$ cat config.mk
export PLATFORM = sky130hd
export DESIGN_NAME = btn_debounce_ctrl
export DESIGN_NICKNAME = d
export VERILOG_FILES = /design/src/rtl/btn_debounce_ctrl.sv
export SDC_FILE = /design/constraint.sdc
export NUM_CORES = 1
export LEC_CHECK = 0
export CAP_MARGIN = 20
export CELL_PAD_IN_SITES_DETAIL_PLACEMENT = 2
export CELL_PAD_IN_SITES_GLOBAL_PLACEMENT = 2
export CORE_ASPECT_RATIO = 0.6
export CORE_MARGIN = 5
export CORE_UTILIZATION = 31
export DETAILED_ROUTE_END_ITERATION = 8
export GPL_TIMING_DRIVEN = 0
export PLACE_DENSITY = 0.83
export SETUP_SLACK_MARGIN = 0.02
export SKIP_LAST_GASP = 1
export SLEW_MARGIN = 10
export SYNTH_ARGS = -nofsm -noshare
export SYNTH_HDL_FRONTEND = slang
export SYNTH_SLANG_ARGS = --single-unit
$ cat constraint.sdc
create_clock -name clk -period 2.1 [get_ports clk]
set_input_delay 0.42 -clock clk [delete_from_list [all_inputs] [get_ports clk]]
set_output_delay 0.42 -clock clk [all_outputs]
set_load 0.05 [all_outputs]
$ cat src/rtl/btn_debounce_ctrl.sv
// btn_debounce_ctrl: multi-channel push-button controller with 2-FF input
// synchronisers, tick-based debounce, press/release events and per-channel
// interrupt enables with write-1-to-clear flags.
//
// Optional feature macro: BTN_AUTOREPEAT_EN
//   Defined   : held, repeat-enabled channels re-raise their press flag after
//               REPEAT_DELAY ticks and then every REPEAT_RATE ticks.
//               Register 3 bits[31:16] hold the per-channel repeat enables.
//   Undefined : no repeat logic; register 3 bits[31:16] read as zero.
//
// Register map (addr[3:2]): 0 STATE, 1 IE, 2 IF (W1C), 3 RAW.
module btn_debounce_ctrl #(
  parameter int NUM_BTN      = 4,
  parameter int ADDR_BITS    = 4,
  parameter int TICK_DIV     = 100000,
  parameter int DEB_TICKS    = 8,
  parameter int REPEAT_DELAY = 400,
  parameter int REPEAT_RATE  = 100
) (
  input  logic                 clk,
  input  logic                 rst,
  input  logic [ADDR_BITS-1:0] wr_addr,
  input  logic                 wr_en,
  input  logic [31:0]          wr_data,
  input  logic [3:0]           wr_strb,
  input  logic [ADDR_BITS-1:0] rd_addr,
  input  logic                 rd_en,
  output logic [31:0]          rd_data,
  input  logic [NUM_BTN-1:0]   btn_in,
  output logic                 irq
);

  localparam int              PW        = (TICK_DIV > 1) ? $clog2(TICK_DIV) : 1;
  localparam logic [PW-1:0]   TICK_LAST = PW'(TICK_DIV - 1);
  localparam int              DW        = $clog2(DEB_TICKS + 1);
  localparam logic [DW-1:0]   DEB_LAST  = DW'(DEB_TICKS - 1);
  localparam logic [15:0]     CH_MASK   = 16'((33'd1 << NUM_BTN) - 33'd1);
  localparam logic [31:0]     REG_MASK  = {CH_MASK, CH_MASK};

  logic [NUM_BTN-1:0] sync_p0;
  logic [NUM_BTN-1:0] sync_p1;
  logic [NUM_BTN-1:0] stable;
  logic [NUM_BTN-1:0] press_evt;
  logic [NUM_BTN-1:0] release_evt;
  logic [NUM_BTN-1:0] rep_evt;
  logic [DW-1:0]      deb_cnt [NUM_BTN];
  logic [PW-1:0]      pre_cnt;
  logic               tick;
  logic [31:0]        ie_q;
  logic [31:0]        if_q;
  logic [31:0]        byte_mask;
  logic [31:0]        if_set;
  logic [31:0]        if_clr;
  logic [15:0]        press16;
  logic [15:0]        release16;
  logic [15:0]        rep_en_rd;
  logic               wr_ie;
  logic               wr_if;
  logic               unused_ok;

  assign byte_mask = {{8{wr_strb[3]}}, {8{wr_strb[2]}}, {8{wr_strb[1]}}, {8{wr_strb[0]}}};
  assign wr_ie     = wr_en && (wr_addr[3:2] == 2'd1);
  assign wr_if     = wr_en && (wr_addr[3:2] == 2'd2);
  assign tick      = (pre_cnt == TICK_LAST);
  assign unused_ok = ^{rd_en, wr_addr, rd_addr};

  // Two-flop synchroniser for the asynchronous button inputs
  always_ff @(posedge clk) begin
    if (rst) begin
      sync_p0 <= '0;
      sync_p1 <= '0;
    end else begin
      sync_p0 <= btn_in;
      sync_p1 <= sync_p0;
    end
  end

  // Prescaler producing a one-cycle debounce tick every TICK_DIV clocks
  always_ff @(posedge clk) begin
    if (rst) begin
      pre_cnt <= '0;
    end else if (tick) begin
      pre_cnt <= '0;
    end else begin
      pre_cnt <= pre_cnt + 1'b1;
    end
  end

  // Per-channel debounce; the event pulses line up with the first cycle the new stable value is visible
  always_ff @(posedge clk) begin
    if (rst) begin
      stable      <= '0;
      press_evt   <= '0;
      release_evt <= '0;
      for (int i = 0; i < NUM_BTN; i++) begin
        deb_cnt[i] <= '0;
      end
    end else begin
      press_evt   <= '0;
      release_evt <= '0;
      if (tick) begin
        for (int i = 0; i < NUM_BTN; i++) begin
          if (sync_p1[i] != stable[i]) begin
            if (deb_cnt[i] == DEB_LAST) begin
              stable[i]      <= sync_p1[i];
              deb_cnt[i]     <= '0;
              press_evt[i]   <= sync_p1[i];
              release_evt[i] <= ~sync_p1[i];
            end else begin
              deb_cnt[i] <= deb_cnt[i] + 1'b1;
            end
          end else begin
            deb_cnt[i] <= '0;
          end
        end
      end
    end
  end

`ifdef BTN_AUTOREPEAT_EN
  localparam int            RMAX       = (REPEAT_DELAY > REPEAT_RATE) ? REPEAT_DELAY : REPEAT_RATE;
  localparam int            RW         = $clog2(RMAX + 1);
  localparam logic [RW-1:0] DELAY_LAST = RW'(REPEAT_DELAY - 1);
  localparam logic [RW-1:0] RATE_LAST  = RW'(REPEAT_RATE - 1);

  logic [RW-1:0]      rep_cnt [NUM_BTN];
  logic [NUM_BTN-1:0] rep_armed;
  logic [15:0]        rep_en_q;
  logic               wr_rep;

  assign wr_rep    = wr_en && (wr_addr[3:2] == 2'd3);
  assign rep_en_rd = rep_en_q;

  // Repeat-enable register in the upper half of register 3
  always_ff @(posedge clk) begin
    if (rst) begin
      rep_en_q <= '0;
    end else if (wr_rep) begin
      rep_en_q <= (rep_en_q & ~(byte_mask[31:16] & CH_MASK)) |
                  (wr_data[31:16] & byte_mask[31:16] & CH_MASK);
    end
  end

  // Repeat counters: initial delay after the press, then a fixed rate while held
  always_ff @(posedge clk) begin
    if (rst) begin
      rep_evt   <= '0;
      rep_armed <= '0;
      for (int i = 0; i < NUM_BTN; i++) begin
        rep_cnt[i] <= '0;
      end
    end else begin
      rep_evt <= '0;
      for (int i = 0; i < NUM_BTN; i++) begin
        if (!stable[i]) begin
          rep_cnt[i]   <= '0;
          rep_armed[i] <= 1'b0;
        end else if (tick) begin
          if (!rep_armed[i]) begin
            if (rep_cnt[i] == DELAY_LAST) begin
              rep_cnt[i]   <= '0;
              rep_armed[i] <= 1'b1;
              rep_evt[i]   <= rep_en_q[i];
            end else begin
              rep_cnt[i] <= rep_cnt[i] + 1'b1;
            end
          end else if (rep_cnt[i] == RATE_LAST) begin
            rep_cnt[i] <= '0;
            rep_evt[i] <= rep_en_q[i];
          end else begin
            rep_cnt[i] <= rep_cnt[i] + 1'b1;
          end
        end
      end
    end
  end
`else
  assign rep_evt   = '0;
  assign rep_en_rd = '0;
`endif

  // Widen the channel events to the 16-bit flag halves
  always_comb begin
    press16                  = '0;
    release16                = '0;
    press16[NUM_BTN-1:0]     = press_evt | rep_evt;
    release16[NUM_BTN-1:0]   = release_evt;
  end

  assign if_set = {release16, press16};
  assign if_clr = wr_if ? (wr_data & byte_mask) : 32'h0;

  // Interrupt enable register; bits of absent channels stay zero
  always_ff @(posedge clk) begin
    if (rst) begin
      ie_q <= '0;
    end else if (wr_ie) begin
      ie_q <= (ie_q & ~(byte_mask & REG_MASK)) | (wr_data & byte_mask & REG_MASK);
    end
  end

  // Interrupt flags: a set in the same cycle as a clear takes priority
  always_ff @(posedge clk) begin
    if (rst) begin
      if_q <= '0;
    end else begin
      if_q <= (if_q & ~if_clr) | if_set;
    end
  end

  assign irq = |(if_q & ie_q);

  // Read mux, free of side effects
  always_comb begin
    rd_data = '0;
    case (rd_addr[3:2])
      2'd0: rd_data[NUM_BTN-1:0] = stable;
      2'd1: rd_data = ie_q;
      2'd2: rd_data = if_q;
      default: begin
        rd_data[NUM_BTN-1:0] = sync_p1;
        rd_data[31:16]       = rep_en_rd;
      end
    endcase
  end

endmodule

---- Word level (Yosys, flattened, before mapping) ----
Memory sizes are Yosys's and may differ from the RTL's.
Cells that the tools add are included.
cells by class
  $add $sub $neg .......................... 5
  multiplexer cells ....................... 74
  shift operators ......................... 0
  divide/modulo/power cells ............... 0
  bitwise gates (word level) .............. 33
  multiply operators ...................... 0
  $lt $le $gt $ge ......................... 0
  eq/ne operators ......................... 13
  reduce and logical (&&, ||, !) cells .... 13
operators with widths
  cell                   number
  $and 32x32->32         4
  $or 32x20->32          2
  $mux 1                 58
  $mux 4                 12
  $mux 32                1
  $not 20->32            1
  $not 32->32            1
  $pmux 16 s2            1
  $reduce_or 32->1       1
  $pmux 12 s2            1
  $add 17x1->17 const B  1
  $eq 17x17->1 const B   1
  $add 4x1->4 const B    4
  $eq 4x3->1 const B     4
  $reduce_or 4->1        4
  $not 1->1              13
  $or 1x1->1             12
  $pmux 4 s3             1
  $reduce_and 3->1       4
  $eq 2x1->1 const B     2
  $eq 2x2->1 const B     2
  $ne 1x1->1             4
  $logic_and 1x1->1      2
  $logic_not 2->1        1
  $reduce_or 2->1        1
word-level totals
  ROM bits ................................ 0
  memories kept ........................... 1
  flip-flop bits (word level) ............. 101
  bits in writable memories ............... 16
  latch bits .............................. 0
  output and inout port bits .............. 33
  input port bits ......................... 52
memory list
  name     words  bits a word  rd ports  clocked after memory_dff  wr ports  line  text
  deb_cnt  4      4            4         0                         4         46    logic [DW-1:0] deb_cnt [NUM_BTN];

---- Depth between registers and ports, before layout ----
Gate-level depths: netlist of run 1.
An unclocked memory read counts as a cell.
  depth in word-level cells ............... 10
  mapped depth ............................ 8
  gate-level depth less buffers ........... 5

---- Least setup slack after synthesis of run 1 ----
OpenSTA, ideal clock, no wires.
  path type ............................... input port to output port
  start point ............................. in rd_addr[2]
  end point ............................... out rd_data[0]
  arrival time ............................ 1.841 ns
  stages .................................. 5
  buffers on the path ..................... 1
  path slack .............................. -0.161 ns
  cell sequence ........................... inv_1 ha_1 clkbuf_1 a222oi_1 mux2i_1
between the ends
  word-level cells in the longest chain between the ends .. 2
  elaborated cells on any way between the ends .. 4
  classes of those cells .................. eq/ne: 2; mux: 1; reduce/logical: 1
ends and longest elaborated chain
  item                                      line  text
  start: declaration                        26    input logic [ADDR_BITS-1:0] rd_addr,
  $eq 2x2->1, or another cell as far along  216   case (rd_addr[3:2])
  $pmux 4 s3 *                              216
  end: declaration                          28    output logic [31:0] rd_data,
Mark *: on every way between the ends. The rest lies on a longest branch, timed or not.

---- Worst setup path in the final report of run 1 ----
  start point ............................. in rd_addr[2]
  end point ............................... out rd_data[1]
The elaborated chain is that of the path after synthesis.

==> key figures, run 1 <==
Outcome
  • Outcome: complete, no violations

Worst setup path
  • RR Startpoint: pre_cnt[0]
  • Setup CP Type: input pin to output port
  • Req. time, crit path: 1680 ps
  • Crit path capture type: output port
  • Nature of the critical path startpoint: input pin
  • Critical Path Start: rd_addr[2]
  • Crit path max fanout: 4
  • Arr. time, crit path: 1620 ps

Synth
  • Adder-Cell Fraction of Synth Area: 0.0281
  • Seq cells post-synth: 93
  • Library cells used by synthesis: 38
  • Syn_nets: 465
  • Synth Warn #: 0
  • Sequential area share after synthesis: 0.504
  • Share of the synthesized area in the top cell type: 0.384
  • Most frequent cell after synthesis: dfxtp_1
  • Compound-Gate Fraction of Synth Area: 0.0799
  • Post-synth ARST share: 0
  • Post-Synthesis Cells: 404
  • Post-synthesis simple-gate area fraction: 0.268
  • Post-synth top cells: 77 x dfxtp_1, 38 x a21oi_1, 36 x nor2_1
  • Cell Area, Synth: 4010 µm²
  • Post-synth EDFFs: 16
  • Synth Flop Type: dfxtp_1
  • Synthesized area per cell: 9.93 µm²
  • Main combinational cell family by area after synthesis: simple AND/OR/NAND/NOR gates
  • Synth area leaders: dfxtp_1 38%, edfxtp_1 12%, a21oi_1 4.7%, and2_1 3.9%, nand2b_1 3.9%
  • Mux cell area share after synthesis: 0.0299
  • Xor and xnor area share after synthesis: 0.0546
  • Area leader, netlist: dfxtp_1

Run
  • Number of max-cap violations: 0

Power and ir drop
  • Cell Pwr Density: 697 nW/µm²
  • Switching Power: 869 µW
  • Pleak: 0.00204 µW
  • Worst vdd ir: 0.358 mV
  • Sequential share of power: 0.487
  • Internal Pwr Total: 2960 µW
  • Logic gate share of total power: 0.076
  • Sw frac: 0.227
  • Clk network pwr share: 0.436

Final layout
  • Filler cells: 1327
  • FF+latch area: 2020 µm²
  • Layout cells sized above 1: 0.160
  • Nets: 557
  • Ant. Diodes: 0
  • Area occupied by multi-input gates: 1910 µm²
  • Area growth, synth to finish: 36.9%
  • Finished Layout Cells: 671
  • Core Util, Final: 0.430

Routing
  • Final ANT Viol Nets: 0
  • WL final: 13400 µm
  • Residual DRC: 0
  • DRT Pass-1 Iters: 5
  • Wirelength per Cell: 19.9 µm
  • Vias: 3380
  • Via density per instance: 5.04
  • DR iter-0 viols: 129

GRT
  • Met2 Track Usage GR: 0.295
  • Initial antenna violation count: 0
  • Overflow after GRT: 0
  • Largest net degree at the start of global routing: 26
  • First-pass GRT wire length: 20900 µm
  • GR Util met1: 0.229
  • Busiest grt layer: met2
  • GRT met3 Usage: 0.0354
  • Vias in the first global route: 3811
  • GR Util All Layers: 0.176

Timing
  • Fin. max-slew vios: 0
  • Worst slew pin tran: 542 ps
  • Final hold slack: 443 ps
  • RSZ-0062 raised after global routing: true
  • Final worst-path cycle share: 0.973
  • Hold Vio Cnt, Final: 0
  • Slew HR: 0.638
  • Final min period: 2040 ps
  • Worst Skew: 5.47 ps
  • Fmax: 0.489 GHz
  • Final Setup Violations: 0
  • Setup slack after layout: 56.5 ps

Hold path
  • Hold path start: sync_p0[2]
  • Hold crit path type: flop to flop

Clock network
  • Sink Count: 93
  • Inserted Clock Buffers: 9
  • Clk root buf: clkbuf_16
  • Cts hold-fix bufs: 0
  • Clk buf depth: 2
  • CTS tree: built
  • Clk_lat worst skew: 340 ps
  • Clk slew on worst S/H paths: 70 ps
  • H-tree levels: 3

Floorplan
  • Die Span X: 157 µm
  • Die H: 98.1 µm
  • Die ar.: 15400 µm²
  • Rows: 32
  • Initial Util: 0.314
  • Core Area: 12800 µm²
  • I/O Pins: 85

Placement
  • GPL Wtd Cong: 0.789
  • IO buf count: 79
  • Pre-CTS setup slack: -1380 ps
  • DP HPWL: 9880 µm
  • Placed cell count: 653
-- final timing paths --
kind,to,slack [ps],cells past startpoint
max,rd_data[1],60,5
min,sync_p1[2],440,1
max reg2reg,deb_cnt[1][1],150,7
min reg2reg,sync_p1[2],440,1
-- state kept, by name (all words and copies together) (netlist names), named ones only --
| signal | flops |
|---|---|
| sync_p0 | 4 |
| release_evt | 4 |
| stable | 4 |
| if_q | 32 |
| sync_p1 | 4 |
| pre_cnt | 17 |
| deb_cnt | 16 |
| press_evt | 4 |
-- what timing repair did --
action / CTS / global route
endpoints found under the setup margin: 78 / 53
resized for setup: 126 / 15
buffers inserted: 2 / 1
gates cloned: 0 / 1
pin swaps: 5 / 3
endpoints found under the hold margin: 0 / 0
-- per-layer routing --
metal,vias to the layer above,part of all wire
li1,1598,-
met1,1708,0.46
met2,62,0.49
met3,12,0.034
met4,0,0.014
met5,-,0
-- layout make-up --
type	count	area share
tap	170	0.0387
buffer	19	0.0258
clock inverter	5	0.0109
clock buffer	11	0.0442
timing repair buffer	83	0.157
inverter	10	0.00775
sequential	93	0.368
multi-input combinational	280	0.348
-- metrics by stage --
stage / cell area, µm² / total power (µW) / TNS, ps
after CTS: 5410 / 3850 / 0
final: 5490 / 3830 / 0
after floorplan: 4030 / 2010 / 0
after global routing: 5490 / 3970 / 0
after detailed placement: 5030 / 2170 / -47310
after global placement: 5030 / 2150 / -42160
-- logic make-up (layout without fill, tap and decap cells) --
| family | Yosys count | after routing |
|---|---|---|
| AOI/OAI and AO/OA | 56 | 56 |
| muxes | 12 | 12 |
| xor gates and xnor gates | 25 | 25 |
| and+or+nand+nor | 178 | 178 |
| adders and majority gates | 9 | 9 |
| DFF | 93 | 93 |
| buffers and inverters | 31 | 128 |
-- worst max-delay path: stages --
cell and delay, ps:
buf_8 90, buf_12 100, ha_1 400, mux2i_2 300, buf_2 300
-- layout by cell type (no fill, tap or decap), types with 8 or more instances in the layout --
master,synthesis,layout
and2_1,25,25
dfxtp_1,77,77
clkbuf_16,0,10
clkdlybuf4s15_2,0,24
edfxtp_1,16,16
nand3_1,16,16
a21oi_1,38,38
xor2_1,16,16
nand2b_1,25,25
a22oi_1,8,8
clkbuf_1,15,8
nor4_1,12,10
nor2_1,36,36
clkdlybuf4s50_1,0,44
inv_1,10,9
mux2i_1,12,8
nor2b_1,14,12
xnor2_1,9,9
nand2_1,11,11
-- power by group through the flow --
stage	clock (µW)	combinational (µW)	sequential [µW]
2_1_floorplan	0	117	1900
3_3_place_gp	0	251	1900
3_5_place_dp	0	262	1910
4_1_cts	1700	278	1870
5_1_grt	1790	315	1870
6_report	1670	292	1860
Power figures use the tool's default switching activity.
==> inputs of run 2 (changes only) <==
--- a/config.mk
+++ b/config.mk
@@ -6,14 +6,12 @@
 export NUM_CORES = 1
 export LEC_CHECK = 0
 export CAP_MARGIN = 20
-export CELL_PAD_IN_SITES_DETAIL_PLACEMENT = 2
-export CELL_PAD_IN_SITES_GLOBAL_PLACEMENT = 2
 export CORE_ASPECT_RATIO = 0.6
 export CORE_MARGIN = 5
-export CORE_UTILIZATION = 31
+export CORE_UTILIZATION = 45
 export DETAILED_ROUTE_END_ITERATION = 8
 export GPL_TIMING_DRIVEN = 0
-export PLACE_DENSITY = 0.83
+export PLACE_DENSITY = 0.77
 export SETUP_SLACK_MARGIN = 0.02
 export SKIP_LAST_GASP = 1
 export SLEW_MARGIN = 10
==> run 2 against run 1 <==
- sequential share of layout area increased by 2.0 points
- utilization up 18 points
- count of clock-buffer cells in the layout unchanged
- clock power fell by 7%
- maximum frequency is 2.4% higher
- routed wire length decreased by 25%
- register-to-register slack got worse by 20 ps
- sequential cell count did not move
- largest cell class unchanged
- largest power group unchanged
==> key figures, run 2 (synthesized netlist as in run 1, its figures left out) <==
Power and ir drop
  • Worst vdd ir: 0.402 mV
  • Cell Pwr Density: 709 nW/µm²
  • Pleak: 0.00203 µW

Final layout
  • Most common cell after layout, fill and taps aside: dfxtp_1
  • Layout cells sized above 1: 0.155
  • Biggest regs: if_q: 32 flops, pre_cnt: 17 flops, deb_cnt: 16 flops
  • Area occupied by multi-input gates: 1900 µm²
  • Top reg by flops: if_q
  • Area growth, synth to finish: 29.8%
  • Nets: 554
  • Design area: 5210 µm²
  • Filler cells: 753
  • FF+latch area: 2020 µm²
  • Max reg flops: 32
  • Finished Layout Cells: 610
  • Most frequent cells in the layout: 77 x dfxtp_1, 44 x clkdlybuf4s50_1, 38 x a21oi_1
  • Ant. Diodes: 0

GRT
  • GR Util All Layers: 0.184
  • Overflow after GRT: 0
  • Initial antenna violation count: 0
  • First-pass GRT wire length: 16500 µm
  • Vias in the first global route: 3261
  • GRT met3 Usage: 0.0411
  • Busiest grt layer: met2
  • Largest net degree at the start of global routing: 26
  • Met2 Track Usage GR: 0.289
  • GR Util met1: 0.254

Placement
  • Placed cell count: 595
  • GPL Wtd Cong: 0.839
  • IO buf count: 79
  • DP HPWL: 7440 µm
  • Placed Area: 4960 µm²
  • Pre-CTS setup slack: -1280 ps

Floorplan
  • Die Span X: 132 µm
  • Core Area: 8590 µm²
  • Rows: 26
  • Die ar.: 11000 µm²
  • Die H: 83.1 µm
  • I/O Pins: 85
  • Initial Util: 0.467

Timing
  • Worst slew pin tran: 509 ps
  • Final Setup Violations: 0
  • Final worst-path cycle share: 0.950
  • Final min period: 2000 ps
  • Slew HR: 0.660
  • Setup slack after layout: 104 ps
  • Worst Skew: 3.99 ps
  • Fmax: 0.501 GHz
  • Hold Vio Cnt, Final: 0
  • RSZ-0062 raised after global routing: true
  • Setup TNS: 0 ps
  • Fin. max-slew vios: 0

Worst setup path
  • Crit path max fanout: 8
  • Crit path capture type: output port
  • Crit. path cell count: 6
  • Nature of the critical path startpoint: input pin
  • Req. time, crit path: 1680 ps
  • Arr. time, crit path: 1580 ps
  • R2R depth: 7
  • Worst path bufs/invs: 3
  • Max stage delay on crit path: 410 ps
  • Slowest cell on the critical path: a222oi_1
  • Setup CP Type: input pin to output port
  • CP top delay family: compound AO/OA/AOI/OAI gates
  • Sequence of cells on the critical path: buf_2 -> inv_2 -> ha_4 -> a222oi_1 -> mux2i_2 -> buf_6

Routing
  • Via density per instance: 5.26
  • Residual DRC: 0
  • Vias: 3211
  • Wirelength per Cell: 16.4 µm
  • DRT Pass-1 Iters: 5
  • DR iter-0 viols: 298
  • WL final: 10000 µm
  • Final ANT Viol Nets: 0

Hold path
  • Hold crit path type: flop to flop
  • Hold Path Depth: 1

Clock network
  • Cts hold-fix bufs: 0
  • Clk buf depth: 2
  • Sink Count: 93
  • CTS tree: built
  • Clk_lat worst skew: 340 ps
  • H-tree levels: 3
  • Clk slew on worst S/H paths: 60 ps
  • Inserted Clock Buffers: 9
  • Clk root buf: clkbuf_16

Outcome
  • Outcome: complete, no violations

Run
  • Number of max-cap violations: 0
==> run 2: cell types whose count changed in the layout (fill, tap and decap cells not counted), moves of 3 or more <==
| cell | delta |
|---|---|
| buf_2 | +21 |
| clkbuf_1 | +3 |
| clkdlybuf4s15_2 | -16 |
| dlygate4sd2_1 | -3 |
==> run 2: layout make-up <==
cell class	instances	area share
Buffer	19	0.0236
Clock inverter	5	0.00961
Tap cell	112	0.0269
Timing Repair Buffer	80	0.135
Inverter	10	0.00721
Multi-Input combinational cell	280	0.365
Clock buffer	11	0.0447
Sequential cell	93	0.388
==> run 2: power breakdown <==
group / internal [µW] / switching (µW) / total, µW
Clock: 915 / 644 / 1560
Combinational: 144 / 121 / 265
Sequential: 1840 / 24.1 / 1860
Total: 2900 / 789 / 3690
==> run 2: final timing paths <==
kind,startpoint,end,slack (ps)
min reg2reg,sync_p0[2],sync_p1[2],440
max,rd_addr[3],rd_data[3],100
min,sync_p0[2],sync_p1[2],440
max reg2reg,pre_cnt[0],deb_cnt[2][3],130
==> run 2: worst reg2reg max path: cells and delay by family, from the launching register on <==
| kind | cells | cell delay (ps) |
|---|---|---|
| adders and majority gates | 1 | 220 |
| buffers and inverters | 2 | 280 |
| DFF | 1 | 370 |
| and+or+nand+nor | 4 | 900 |
==> run 2: metal layers <==
layer  vias to the layer above  wire [µm]
met5                         -          0
met4                         0        123
met3                        14        463
met2                        92       4490
met1                      1515       4950
li1                       1590          -
==> run 2: metrics by stage <==
| stage | power (µW) | util | hold WS [ps] |
|---|---|---|---|
| floorplan | 2010 | - | 413 |
| detailed placement | 2150 | 0.578 | 429 |
| finish | 3690 | 0.606 | 442 |
| CTS | 3710 | 0.617 | 444 |
| global route | 3810 | 0.606 | 452 |
| global placement | 2150 | 0.578 | 420 |
==> run 2: what timing repair did <==
item,CTS,global route
setup endpoints to repair,58,66
setup buffers,1,0
pin swaps,3,2
gates resized for setup,129,54
==> inputs of run 3 (changes only) <==
--- a/config.mk
+++ b/config.mk
@@ -5,13 +5,14 @@
 export SDC_FILE = /design/constraint.sdc
 export NUM_CORES = 1
 export LEC_CHECK = 0
+export ABC_AREA = 1
 export CAP_MARGIN = 20
 export CORE_ASPECT_RATIO = 0.6
 export CORE_MARGIN = 5
 export CORE_UTILIZATION = 45
 export DETAILED_ROUTE_END_ITERATION = 8
-export GPL_TIMING_DRIVEN = 0
-export PLACE_DENSITY = 0.77
+export GPL_TIMING_DRIVEN = 1
+export PLACE_DENSITY = 0.76
 export SETUP_SLACK_MARGIN = 0.02
 export SKIP_LAST_GASP = 1
 export SLEW_MARGIN = 10
==> run 3 against run 2 <==
- global-route usage rose by 0.29 points
- largest power group unchanged
- critical path type unchanged
- register-to-register slack improved by 230 ps
- synthesized area rose by 6.0%
- clock power rose by 10%
- routed wire length rose by 6.6%
- synthesized cell count rose by 39%
- critical endpoint is now rd_data[2]
==> key figures, run 3 <==
Timing
  • Setup TNS: 0 ps
  • Fin. max-slew vios: 0
  • Worst Skew: 6.94 ps
  • Final worst-path cycle share: 0.967
  • Worst slew pin tran: 461 ps
  • Final Setup Violations: 0
  • Fmax: 0.492 GHz
  • Hold Vio Cnt, Final: 0
  • Slew HR: 0.692
  • Final min period: 2030 ps
  • RSZ-0062 raised after global routing: true

Outcome
  • Outcome: complete, no violations

Worst setup path
  • Arr. time, crit path: 1610 ps
  • Slowest cell on the critical path: dlygate4sd2_1
  • CP most frequent cell: inv_2
  • Worst path bufs/invs: 4
  • Setup CP Type: input pin to output port
  • Req. time, crit path: 1680 ps
  • Crit path capture type: output port
  • Crit. path cell count: 8
  • R2R depth: 7
  • CP top delay family: buffers and inverters
  • Nature of the critical path startpoint: input pin
  • Max stage delay on crit path: 280 ps
  • Sequence of cells on the critical path: dlygate4sd2_1 -> inv_2 -> ha_4 -> inv_2 -> o22ai_2 -> a21oi_1 -> o21ai_2 -> buf_12
  • Crit path max fanout: 4

Power and ir drop
  • Internal Pwr Total: 3040 µW
  • Sequential share of power: 0.481
  • Pleak: 0.00251 µW
  • Logic gate share of total power: 0.077
  • Sw frac: 0.216
  • Clk network pwr share: 0.442
  • Worst vdd ir: 0.486 mV
  • Switching Power: 840 µW
  • Cell Pwr Density: 651 nW/µm²

Routing
  • Vias: 3826
  • Wirelength per Cell: 13.7 µm
  • Via density per instance: 4.91
  • Residual DRC: 0
  • WL final: 10700 µm
  • DR iter-0 viols: 283
  • Final ANT Viol Nets: 0
  • DRT Pass-1 Iters: 6

Synth
  • Post-Synthesis Cells: 561
  • Area leader, netlist: dfxtp_1
  • Synth Warn #: 0
  • Sequential area share after synthesis: 0.476
  • Post-synth top cells: 120 x nand2_1, 83 x inv_1, 79 x nor2_1
  • Post-synth ARST share: 0
  • Share of the synthesized area in the top cell type: 0.363
  • Post-synth EDFFs: 16
  • Synthesized area per cell: 7.58 µm²
  • Cell Area, Synth: 4250 µm²
  • Synth area leaders: dfxtp_1 36%, edfxtp_1 11%, nand2_1 11%, inv_1 7.3%, nor2_1 7.0%
  • Syn_nets: 622
  • Library cells used by synthesis: 32
  • Seq cells post-synth: 93
  • Most frequent cell after synthesis: nand2_1
  • Synth Flop Type: dfxtp_1

GRT
  • Vias in the first global route: 3521
  • Overflow after GRT: 0
  • First-pass GRT wire length: 17200 µm
  • Largest net degree at the start of global routing: 33
  • GR Util All Layers: 0.187
  • Initial antenna violation count: 0

Final layout
  • FF+latch area: 2020 µm²
  • Design area: 5960 µm²
  • Max reg flops: 32
  • Filler cells: 760
  • Area occupied by multi-input gates: 1920 µm²
  • Finished Layout Cells: 779
  • Biggest regs: if_q: 32 flops, pre_cnt: 17 flops, deb_cnt: 16 flops
  • Ant. Diodes: 0
  • Area growth, synth to finish: 40.2%
  • Layout cells sized above 1: 0.173
  • Most frequent cells in the layout: 120 x nand2_1, 80 x inv_1, 79 x nor2_1
  • Nets: 705
  • Core Util, Final: 0.649
  • Most common cell after layout, fill and taps aside: nand2_1
  • Top reg by flops: if_q

Clock network
  • Clk root buf: clkbuf_16
  • Clk_lat worst skew: 340 ps
  • H-tree levels: 3
  • Clk slew on worst S/H paths: 60 ps
  • Sink Count: 93
  • Inserted Clock Buffers: 9
  • CTS tree: built
  • Setup Buffers After CTS: 0
  • Clk buf depth: 2

Placement
  • Placed Area: 5570 µm²
  • Placed cell count: 763
  • IO buf count: 79
  • DP HPWL: 7780 µm
  • GPL Wtd Cong: 0.834

Hold path
  • Hold crit path type: flop to flop
  • Hold Path Depth: 2

Run
  • Number of max-cap violations: 0

Floorplan
  • I/O Pins: 85
  • Die Span X: 135 µm
  • Rows: 27
  • Die ar.: 11600 µm²
  • Core Area: 9190 µm²
  • Initial Util: 0.463
  • Die H: 85.3 µm
run 3: path summary, 6_finish.rpt:
kind / startpoint / to / slack, ps
worst min register to register: sync_p0[1] / sync_p1[1] / 400
worst max-delay path: rd_addr[2] / rd_data[2] / 70
worst max register to register: pre_cnt[0] / deb_cnt[0][3] / 360
worst min-delay path: sync_p0[1] / sync_p1[1] / 400
run 3: worst reg2reg max path, stage by stage, from the launching register on:
cell     delay, ps
dfxtp_1        380
ha_1           190
nand2_1         80
inv_2           90
nand2_2         70
nor2_4         110
nand2_4        130
nand2_4        340
run 3: layout make-up:
type | instances | share of cell area
sequential | 93 | 0.339
tap | 130 | 0.0273
clock buffer | 13 | 0.0472
timing repair buffer | 90 | 0.202
clock inverter | 3 | 0.00672
inverter | 87 | 0.0548
multi-input combinational | 363 | 0.323
run 3: power by group through the flow:
| stage | Clock, µW | Sequential, µW | Combinational [µW] |
|---|---|---|---|
| after floorplan | 0 | 1900 | 138 |
| after CTS | 1740 | 1870 | 290 |
| final | 1720 | 1870 | 298 |
| after global placement | 0 | 1900 | 276 |
| after global routing | 1820 | 1870 | 325 |
| after detailed placement | 0 | 1910 | 282 |
run 3: metal layers:
metal | part of all wire | global-route usage | vias to the layer above
li1 | - | - | 1922
met5 | 0 | 0 | -
met1 | 0.46 | 0.250 | 1783
met3 | 0.057 | 0.0480 | 11
met4 | 0.010 | 0.0494 | 0
met2 | 0.47 | 0.303 | 110
run 3: through the flow:
| stage | setup WS (ps) | hold WS [ps] | power, µW |
|---|---|---|---|
| floorplan | 17.0 | 388 | 2040 |
| global placement | -217 | 392 | 2180 |
| detailed placement | -286 | 392 | 2190 |
| CTS | 12.0 | 401 | 3900 |
| global route | -18.5 | 424 | 4020 |
| finish | 69.4 | 398 | 3880 |
run 3: cells by family after synthesis:
group | Yosys count | share of synthesized area
simple gates | 258 | 0.276
buf+inv | 105 | 0.0939
xor+xnor | 13 | 0.0268
fa+ha+maj | 9 | 0.0265
flops | 93 | 0.476
compound gates | 83 | 0.101
run 3: timing repair:
action	CTS	global route
resized for setup	13	10
pin swaps	1	3
endpoints found under the setup margin	32	8
hold buffers	0	0
